===== src/rtl/chan_scan_ctrl.sv =====
// Channel scan sequencer: walks cur_idx across pc[] and stops at the first set channel.
// Optional `SCAN_WRAP_EN: a miss on the last channel wraps back to channel 0 instead of finishing.
module chan_scan_ctrl #(
   parameter int NUM_CH = 17,
   parameter int IDX_W  = 5,
   parameter int DWELL  = 1
) (
   input  logic              clock,
   input  logic              reset_n,
   input  logic              start,
   input  logic              enable,
   input  logic              abort,
   input  logic [NUM_CH-1:0] pc,
   output logic              busy,
   output logic              done,
   output logic              hit,
   output logic [IDX_W-1:0]  hit_idx,
   output logic [IDX_W-1:0]  cur_idx
);

   typedef enum logic [1:0] {S_IDLE, S_SCAN, S_DONE} state_t;

   localparam logic [3:0]       DW_LAST  = 4'(DWELL - 1);
   localparam logic [IDX_W-1:0] LAST_IDX = IDX_W'(NUM_CH - 1);

   state_t           r_state;
   logic [3:0]       r_dwell;
   logic             r_busy;
   logic             r_done;
   logic             r_hit;
   logic [IDX_W-1:0] r_hit_idx;
   logic [IDX_W-1:0] r_cur_idx;
   logic             w_pc_bit;

   assign w_pc_bit = pc[r_cur_idx];

   always_ff @(posedge clock or negedge reset_n) begin
      if (!reset_n) begin
         r_state   <= S_IDLE;
         r_dwell   <= '0;
         r_busy    <= 1'b0;
         r_done    <= 1'b0;
         r_hit     <= 1'b0;
         r_hit_idx <= '0;
         r_cur_idx <= '0;
      end else begin
         r_done <= 1'b0;
         case (r_state)
            S_IDLE: begin
               if (start) begin
                  r_state   <= S_SCAN;
                  r_busy    <= 1'b1;
                  r_dwell   <= '0;
                  r_cur_idx <= '0;
                  r_hit     <= 1'b0;
                  r_hit_idx <= '0;
               end
            end
            S_SCAN: begin
               // abort outranks a sample landing on the same edge
               if (abort) begin
                  r_state <= S_IDLE;
                  r_busy  <= 1'b0;
               end else if (enable) begin
                  if (r_dwell != DW_LAST) begin
                     r_dwell <= r_dwell + 4'd1;
                  end else if (w_pc_bit) begin
                     r_hit     <= 1'b1;
                     r_hit_idx <= r_cur_idx;
                     r_state   <= S_DONE;
                     r_done    <= 1'b1;
                  end else if (r_cur_idx == LAST_IDX) begin
`ifdef SCAN_WRAP_EN
                     r_cur_idx <= '0;
                     r_dwell   <= '0;
`else
                     r_state   <= S_DONE;
                     r_done    <= 1'b1;
`endif
                  end else begin
                     r_cur_idx <= r_cur_idx + 1'b1;
                     r_dwell   <= '0;
                  end
               end
            end
            S_DONE: begin
               r_state <= S_IDLE;
               r_busy  <= 1'b0;
            end
            default: begin
               r_state <= S_IDLE;
               r_busy  <= 1'b0;
            end
         endcase
      end
   end

   assign busy    = r_busy;
   assign done    = r_done;
   assign hit     = r_hit;
   assign hit_idx = r_hit_idx;
   assign cur_idx = r_cur_idx;

endmodule


===== config.mk =====
export PLATFORM = sky130hd
export DESIGN_NAME = chan_scan_ctrl
export DESIGN_NICKNAME = d
export VERILOG_FILES = /design/src/rtl/chan_scan_ctrl.sv
export SDC_FILE = /design/constraint.sdc
export NUM_CORES = 1
export LEC_CHECK = 0
export CORE_ASPECT_RATIO = 1.75
export CORE_MARGIN = 2
export CORE_UTILIZATION = 30
export DETAILED_ROUTE_END_ITERATION = 10
export HOLD_SLACK_MARGIN = 0.1
export PLACE_DENSITY = 0.52
export SLEW_MARGIN = 20
export SYNTH_ARGS = -nofsm -noshare
export SYNTH_HDL_FRONTEND = slang
export SYNTH_SLANG_ARGS = --single-unit
export TNS_END_PERCENT = 30

===== constraint.sdc =====
create_clock -name clock -period 5.3 [get_ports clock]
set_input_delay 1.06 -clock clock [delete_from_list [all_inputs] [get_ports clock]]
set_output_delay 1.06 -clock clock [all_outputs]
set_load 0.03 [all_outputs]

* Yosys cells after proc, flatten, opt, wreduce, memory -nomap -nowiden
Cells that the tools add are included.
Storage, ports and cells: output and inout port bits 13, logic and storage cells 76, input bits 22, flip-flop bits (word level) 19
Operators by class: multiplexer cells 43, reduce and logical (&&, ||, !) cells 8, $lt $le $gt $ge 1, eq/ne operators 15, add/subtract/negate cells 2
Operators with widths (number):
- 5-bit 2-to-1 mux | 10
- 4-bit 2-to-1 mux | 6
- 5-bit one-hot mux with 2 select lines | 2
- 2-bit != test, second input constant | 8
- 1-bit 2-to-1 mux | 14
- 2-bit 2-to-1 mux | 6
- 3-bit != test, second input constant | 4
- 6-bit AND reduction | 2
- 4-bit one-hot mux with 2 select lines | 1
- 7-bit AND reduction | 1
- 5-bit by 6-bit < comparator with 1-bit output, second input constant | 1
- 5-bit by 1-bit adder with 5-bit output, second input constant | 1
- 1-bit binary-select mux with 5-bit select | 1
- 5-bit equality test, second input constant | 1
- 4-bit by 1-bit adder with 4-bit output, second input constant | 1
- 4-bit != test, second input constant | 1
- 1-bit one-hot mux with 2 select lines | 2
- 2-bit one-hot mux with 2 select lines | 1
- 4-bit AND reduction | 1
- 4-bit nonzero test | 1
- 2-bit by 1-bit equality test with 1-bit output, second input constant | 1
- 2-bit logical NOT | 1
- 2-bit AND reduction | 1
- 2-bit nonzero test | 1

* Logic depth before layout (Yosys ltp)
Gate-level depths: netlist (run 1).
depth in word-level cells 7, depth in mapped cells 9, mapped depth without buffers 7

* Least setup slack after synthesis (run 1)
Ideal clock, no wire load.
kind input to register, from in abort, to reg r_cur_idx[4], in the netlist cur_idx[4], setup time 78 ps, arrival 2216 ps, stages 6, setup slack 3007 ps, path through nor3b_2 and2_2 and3_1 nand3_2 or3_1 a21oi_1
Between the ends: word-level cells in the longest chain between the ends 2
Ends and longest elaborated chain:
- start: declaration | RTL line 12 | input logic abort,
- 2-bit != test (no line)
- 7-bit AND reduction (no line)
- end signal: assignment | RTL line 81 | r_cur_idx <= r_cur_idx + 1'b1;
- end: declaration | RTL line 32 | logic [IDX_W-1:0] r_cur_idx;
Every way passes these cells. A chain may end at the register's enable or synchronous reset.

* Final worst setup path (run 1)
from reg r_cur_idx[0], in the netlist cur_idx[0], to out cur_idx[0]
RTL lines:
- end: declaration | RTL line 18 | output logic [IDX_W-1:0] cur_idx
No word-level cell between the ends.

==> metrics.cfg, run 1 <==
[clocking]
cts_buffer_depth=2
cts-resized-gates=0
cts_hold_buf=0
cts_root_buffer=clkbuf_8
postCtsSetupRepairBufs=0
insertion_delay_ns=0.25
clk_pin_slew_ns=0.07
cts_tree=yes
cts_buffers=3
cts.sinks=19
h-tree-depth=1

[sta]
setup_viol=0
fin_ws_ns=2.42
hold_viol_final=0
tightestPinTransition_ns=0.876
maxSlewHeadroom_pct=41.4
fin_crit_sh_pct=54.3
grt_setup_unrepaired=no
maxSlewViolCount=0
finalClockSkew_ns=0.00117
max_freq_mhz=347
fin_setup_tns_ns=0
min_period_ns=2.88

[detailed_routing]
finalWirelength_um=3090
drc_errors=0
drt_pass1_iterations=4
drt-initial-drc-count=11
via_per_inst=5.17
wire_per_inst_um=14.2
vias=1128
antenna_left=0

[die]
io_pins=35
die_area_um2=4780
die_h_um=89.9
dieWidth_um=53.1
row_count=31
coreArea_um2=4110
initial_core_util_pct=30.8

[setup_path]
cp-startpoint=cur_idx[0]
critical_path_required_ns=4.24
worst_r2r_endpoint=cur_idx[4]
crit_chain=clkdlybuf4s50_1
cp_slowest_cell=clkdlybuf4s50_1
critPathCaptureType=output port
critPathArrivalTime_ns=1.82
cp_max_fo=16
path_depth=1
crit_family=buffers and inverters
criticalPathCategory=reg2out
startpoint_type=flop
cpPeakStageDelay_ns=0.80
reg2regPathDepth=7
r2r_start=cur_idx[0]
crit_path_end=cur_idx[0]
ff2ff_setup_slack_ns=2.96
crit_buf_inv=1

[logic_synthesis]
synthAdderAreaFrac_pct=3.95
synthFlopType=dfrtp_1
syn_nets=163
synth-xor-area-share_pct=1.38
syn-instance-count=137
synthesis.area_um2=1270
yosys.area_share.simple_pct=25.0
synth_top_family_by_area=simple AND/OR/NAND/NOR gates
yosys-top-cells-area=dfrtp_1, mux2i_1, nand2_1
yosys_warnings=0
yosysTopAreaCell=dfrtp_1
synth_top_area_share_pct=37.5
synth_compound_area_share_pct=18.9
synth_edf_count=0
postSynthAreaPerCell_um2=9.24
ys_types=41
synthArstFlopShare_pct=100
synth_common_cells=nand2_1, dfrtp_1, mux2i_1, nand3_1, nor2_1
synth.most_common_cell=nand2_1
muxShareOfSynthArea_pct=7.91
ys_ff_latch=19
ys_seq_area_share_pct=37.5

[global_route]
grt_first_pass_wirelength_um=5090
grt.overflow.total=0
antenna_found_initial=0
grt_usage_pct=13.8
grt_pass1_vias=1143
grt_start_max_net_pins=23

[power]
power.density_nw_per_um2=312
p_total_mw=0.520
leakage_nw=0.665
ir_drop_mv=0.160

[min_path]
hp-class=reg2reg
min_from=hit_idx[2]

[final_layout]
finalNonFillerCells=218
area_delta_synth_final_pct=31.7
post_route_cells_drive_above_1_share_pct=7.10
num-nets-final=196
antenna_cells=0

[placed_design]
dp_cells=214
dp_hpwl_um=2450
place_ws_ns=2.39
io_buffers=34
gp_congestion=0.874

[outcome]
status=finished, final reports clean

[flow_run]
max_cap_viol_count=0

## flip-flops by register name, summed over array words and instances, names as in the netlist
signal and flops:
r_state 2, hit_idx 5, r_dwell 4, done 1, busy 1, cur_idx 5, hit 1
## per-layer routing
metal | vias to the layer above | track usage, % | part of all wire (%)
li1 | 557 | - | -
met1 | 526 | 15.3 | 38
met2 | 38 | 25.2 | 55
met3 | 7 | 1.83 | 4.6
met4 | 0 | 5.13 | 2.0
met5 | - | 0 | 0
## cell usage in the layout (no fill, tap or decap), types with 3 or more instances in the layout
master           synthesis  layout
clkdlybuf4s50_1          0      34
ha_1                     4       4
a21oi_1                  5       5
inv_1                    6       6
nand3_2                  3       3
nor2_1                   7       7
dfrtp_1                 19      19
o311ai_2                 4       4
nand2_1                 20      20
a21o_1                   3       3
and3_1                   4       4
nand3_1                 10      10
nand2b_1                 3       3
clkbuf_8                 0       3
o21ai_0                  5       5
mux2i_1                 10      10
## how the worst min path moves through the flow
stage	endpoint	slack, ns	cells past startpoint
final	hit_idx[2]	0.53	2
after global routing	hit_idx[2]	0.56	2
after CTS	hit_idx[2]	0.54	2
after detailed placement	hit_idx[2]	0.52	2
after global placement	hit_idx[2]	0.50	2
after floorplan	r_dwell[3]	0.50	2
## metrics by stage
step	area, um^2	utilization [%]	hold slack, ns
after floorplan	1270	-	0.495
after global placement	1620	39.5	0.503
after detailed placement	1620	39.5	0.518
after CTS	1670	40.6	0.537
after global routing	1670	40.6	0.561
final	1670	40.6	0.526
## cell type report
cell class,instances,area [um^2]
fillers,457,2440
multi-input cells,106,723
flip-flops and latches,19,475
repair buffers,34,340
well taps,49,61.3
clock buffers,4,45.0
inverters,6,22.5
## power breakdown
part,internal [mW],switching (mW),total (mW)
sequential,0.162,0.0521,0.214
combinational,0.0967,0.110,0.207
clock,0.0533,0.0460,0.0993
total,0.312,0.208,0.520
## logic make-up (layout without fill, tap and decap cells)
| logic type | after synthesis | in the layout |
|---|---|---|
| AO/OA/AOI/OAI | 30 | 30 |
| XOR/XNOR | 2 | 2 |
| adder cells (fa/ha/maj) | 4 | 4 |
| buffers and inverters | 12 | 44 |
| flip-flops | 19 | 19 |
| multiplexers | 10 | 10 |
| AND/OR/NAND/NOR | 60 | 60 |
Note: power is estimated with default switching activity, not from simulation.
==> run 2: changes to the inputs <==
==> constraint.sdc (replaced) <==
create_clock -name clock -period 2.7 [get_ports clock]
set_input_delay 0.54 -clock clock [delete_from_list [all_inputs] [get_ports clock]]
set_output_delay 0.54 -clock clock [all_outputs]
set_load 0.03 [all_outputs]
==> metrics.cfg, run 2 (synthesized netlist as in run 1, its figures left out) <==
[power]
p_total_mw=1.06
power.density_nw_per_um2=628
ir_drop_mv=0.298
leakage_nw=0.680

[min_path]
hp-class=reg2reg
min_from=hit_idx[4]

[setup_path]
criticalPathCategory=in2reg
crit_chain=clkdlybuf4s50_1 > nor3b_2 > and2_2 > and3_1 > nand3_2 > or3_1 > a21oi_1
cp-startpoint=abort
startpoint_type=primary input
cp_max_fo=8
cpPeakStageDelay_ns=0.45
critPathArrivalTime_ns=2.31
critical_path_required_ns=2.89
ff2ff_setup_slack_ns=0.64
cp_slowest_cell=clkdlybuf4s50_1
r2r_start=cur_idx[0]
reg2regPathDepth=6
crit_path_end=cur_idx[3]
worst_r2r_endpoint=hit_idx[2]
critPathCaptureType=flop

[global_route]
grt_first_pass_wirelength_um=5330
grt_pass1_vias=1093
grt_start_max_net_pins=22
grt_use_met1_pct=17.4
grt.overflow.total=0
use_met3_pct=1.99
grt_busiest_layer=met2
grt_usage_pct=14.8
antenna_found_initial=0
met2_usage_pct=24.8

[placed_design]
dp_cells=217
place_area_um2=1650
gp_congestion=0.845
dp_hpwl_um=2510
place_ws_ns=0.312
io_buffers=34

[sta]
fin_hold_ws_ns=0.523
finalClockSkew_ns=0.00455
tightestPinTransition_ns=0.478
min_period_ns=2.12
fin_setup_tns_ns=0
fin_ws_ns=0.583
hold_viol_final=0
setup_viol=0
maxSlewViolCount=0
maxSlewHeadroom_pct=68.1
fin_crit_sh_pct=78.4
grt_setup_unrepaired=no
max_freq_mhz=472

[die]
dieWidth_um=53.1
row_count=31
die_h_um=89.9
die_area_um2=4780
coreArea_um2=4110
initial_core_util_pct=30.8
io_pins=35

[clocking]
h-tree-depth=1
clk_pin_slew_ns=0.07
cts_root_buffer=clkbuf_8
cts_hold_buf=0
cts_buffer_depth=2
cts-resized-gates=0
insertion_delay_ns=0.26
cts_buffers=3
cts_tree=yes
cts.sinks=19
postCtsSetupRepairBufs=0

[flow_run]
max_cap_viol_count=0

[final_layout]
num-nets-final=199
antenna_cells=0
finalInstanceArea_um2=1690
finalNonFillerCells=221
area_delta_synth_final_pct=33.5
post_route_cells_drive_above_1_share_pct=8.72
utilization_pct=41.1
final_common_cell=clkdlybuf4s50_1
layout_common_cells=clkdlybuf4s50_1, nand2_1, dfrtp_1

[detailed_routing]
via_per_inst=5.32
drt-initial-drc-count=32
wire_per_inst_um=14.5
drc_errors=0
antenna_left=0
vias=1176
drt_pass1_iterations=4
finalWirelength_um=3200

[outcome]
status=finished, final reports clean

-- run 2: cell count changes in the layout (fill, tap and decap cells not counted), sizes merged --
cell | before | now
buf | 0 | 3
-- run 2: final cells by class --
cell class | count | area, um^2
Timing Repair Buffer | 37 | 363
Multi-Input combinational cell | 106 | 723
Tap cell | 49 | 61.3
Fill cell | 436 | 2420
Sequential cell | 19 | 475
Inverter | 6 | 22.5
Clock buffer | 4 | 45.0
-- run 2: power by group --
part	internal (mW)	switching, mW	total (mW)
sequential	0.319	0.0362	0.356
combinational	0.207	0.293	0.500
clock	0.105	0.101	0.206
-- run 2: per-layer routing --
layer  wire (um)  share of wire [%]
met5           0                  0
met1        1260                 39
met3         154                4.8
met4         106                3.3
met2        1680                 53
-- run 2: worst min path at each step --
stage	endpoint	depth (start not counted)
2_1_floorplan	busy	0
5_1_grt	hit_idx[4]	2
6_report	hit_idx[4]	2
4_1_cts	hit_idx[4]	2
3_5_place_dp	hit_idx[4]	2
3_3_place_gp	hit_idx[2]	2
-- run 2: worst max-delay path: cells and delay by family --
kind	cells	cell delay, ns
buf+inv	1	0.45
simple gates	5	1.16
compound gates	1	0.15
==> run 3: changes to the inputs <==
--- a/config.mk
+++ b/config.mk
@@ -10,7 +10,7 @@
 export CORE_UTILIZATION = 30
 export DETAILED_ROUTE_END_ITERATION = 10
 export HOLD_SLACK_MARGIN = 0.1
-export PLACE_DENSITY = 0.52
+export PLACE_DENSITY = 0.54
 export SLEW_MARGIN = 20
 export SYNTH_ARGS = -nofsm -noshare
 export SYNTH_HDL_FRONTEND = slang
==> constraint.sdc (replaced) <==
create_clock -name clock -period 1.9 [get_ports clock]
set_input_delay 0.38 -clock clock [delete_from_list [all_inputs] [get_ports clock]]
set_output_delay 0.38 -clock clock [all_outputs]
set_load 0.03 [all_outputs]
==> metrics.cfg, run 3 (synthesized netlist as in run 1, its figures left out) <==
[outcome]
status=finished, final reports clean

[clocking]
cts_tree=yes
cts_buffer_depth=2
clk_pin_slew_ns=0.07
cts_buffers=3
cts_root_buffer=clkbuf_8
h-tree-depth=1
insertion_delay_ns=0.26
cts.sinks=19

[sta]
max_freq_mhz=558
maxSlewViolCount=0
hold_viol_final=0
tightestPinTransition_ns=0.417
min_period_ns=1.79
fin_setup_tns_ns=0
fin_hold_ws_ns=0.419
finalClockSkew_ns=0.00401
fin_crit_sh_pct=94.4
fin_ws_ns=0.107
maxSlewHeadroom_pct=72.1
setup_viol=0

[setup_path]
startpoint_type=flop
criticalPathCategory=reg2reg
cp_max_fo=8
critPathCaptureType=flop
reg2regPathDepth=7
crit_buf_inv=1
critical_path_required_ns=2.05
critPathArrivalTime_ns=1.94
path_depth=7
crit_chain=clkbuf_4 > nor3b_1 > o211ai_1 > and3_4 > nand3_4 > xnor2_1 > a32o_1
cp_slowest_cell=dfrtp_2
cpPeakStageDelay_ns=0.43
crit_family=simple AND/OR/NAND/NOR gates

[detailed_routing]
vias=1222
via_per_inst=5.13
drc_errors=0
antenna_left=0
drt-initial-drc-count=30
finalWirelength_um=3510
drt_pass1_iterations=4
wire_per_inst_um=14.8

[power]
combPwrFrac_pct=53.7
switching_share_pct=39.2
leakage_nw=0.834
p_switching_mw=0.660
p_total_mw=1.68
p_seq_share_pct=29.4
p_int_mw=1.02
ir_drop_mv=0.485
p_clk_share_pct=16.8
power.density_nw_per_um2=893

[die]
die_area_um2=4780
row_count=31
dieWidth_um=53.1
coreArea_um2=4110
io_pins=35
initial_core_util_pct=30.8
die_h_um=89.9

[final_layout]
post_route_cells_drive_above_1_share_pct=22.8
area_delta_synth_final_pct=48.9
fillCellCount=419
num-nets-final=216
finalInstanceArea_um2=1890
finalNonFillerCells=238
final_common_cell=clkdlybuf4s50_1
utilization_pct=45.9
antenna_cells=0
layout_common_cells=clkdlybuf4s50_1, nand2_1, buf_4

[placed_design]
dp_hpwl_um=2750
place_ws_ns=-0.284
gp_congestion=0.860
dp_cells=231
io_buffers=34
place_area_um2=1750

[global_route]
grt_first_pass_wirelength_um=5910
grt_usage_pct=15.9
grt_pass1_vias=1322
antenna_found_initial=0
grt_start_max_net_pins=22
grt.overflow.total=0

[flow_run]
max_cap_viol_count=0

[min_path]
hp-class=in2async

-- run 3: cell count changes in the layout (fill, tap and decap cells not counted), sizes merged --
cell / change
dlymetal6s2s: +3
clkbuf: +1
dlygate4sd2: +3
buf: +16
clkdlybuf4s50: -6
-- run 3: worst register-to-register path, cell delays in order, from the launching register on --
cell and delay [ns]:
dfrtp_2 0.43, clkbuf_4 0.18, nor3b_1 0.33, o211ai_1 0.18
and3_4 0.20, nand3_4 0.09, xnor2_1 0.07, a32o_1 0.20
-- run 3: path summary, 6_finish.rpt --
| kind | slack (ns) | start | endpoint |
|---|---|---|---|
| min in group clock | 0.48 | abort | busy |
| setup reg to reg | 0.11 | cur_idx[0] | cur_idx[0] |
| hold reg to reg | 0.53 | hit_idx[2] | hit_idx[2] |
| setup / recovery | 0.11 | cur_idx[0] | cur_idx[0] |
| hold / removal | 0.42 | reset_n | r_state[1] |
| max in group asynchronous | 0.95 | reset_n | hit_idx[3] |
-- run 3: layout make-up --
type                       count  area, um^2  area share (%)
inverter                       6        22.5            1.19
clock buffer                   4        45.0            2.39
multi-input combinational    106         772            40.9
timing repair buffer          54         507            26.9
sequential                    19         478            25.3
tap                           49        61.3            3.25
-- run 3: metal layers --
layer | vias to the layer above | global-route usage [%] | share of wire (%)
met5 | - | 0 | 0
met4 | 0 | 8.55 | 4.3
met3 | 13 | 1.33 | 4.1
met2 | 45 | 28.1 | 54
met1 | 568 | 17.7 | 37
li1 | 596 | - | -
-- run 3: what timing repair did --
action,4_1_cts,5_1_grt
setup buffers,0,3
hold buffers,0,0
pin swaps,0,1
gates cloned,0,0
gates resized for setup,4,14
endpoints found under the hold margin,0,0
setup endpoints to repair,8,12
-- run 3: power groups by stage --
stage	Clock [mW]	Combinational [mW]	Sequential (mW)
2_1_floorplan	0	0.496	0.559
3_3_place_gp	0	0.754	0.530
3_5_place_dp	0	0.770	0.534
4_1_cts	0.292	0.767	0.527
5_1_grt	0.307	0.995	0.502
6_report	0.283	0.905	0.496
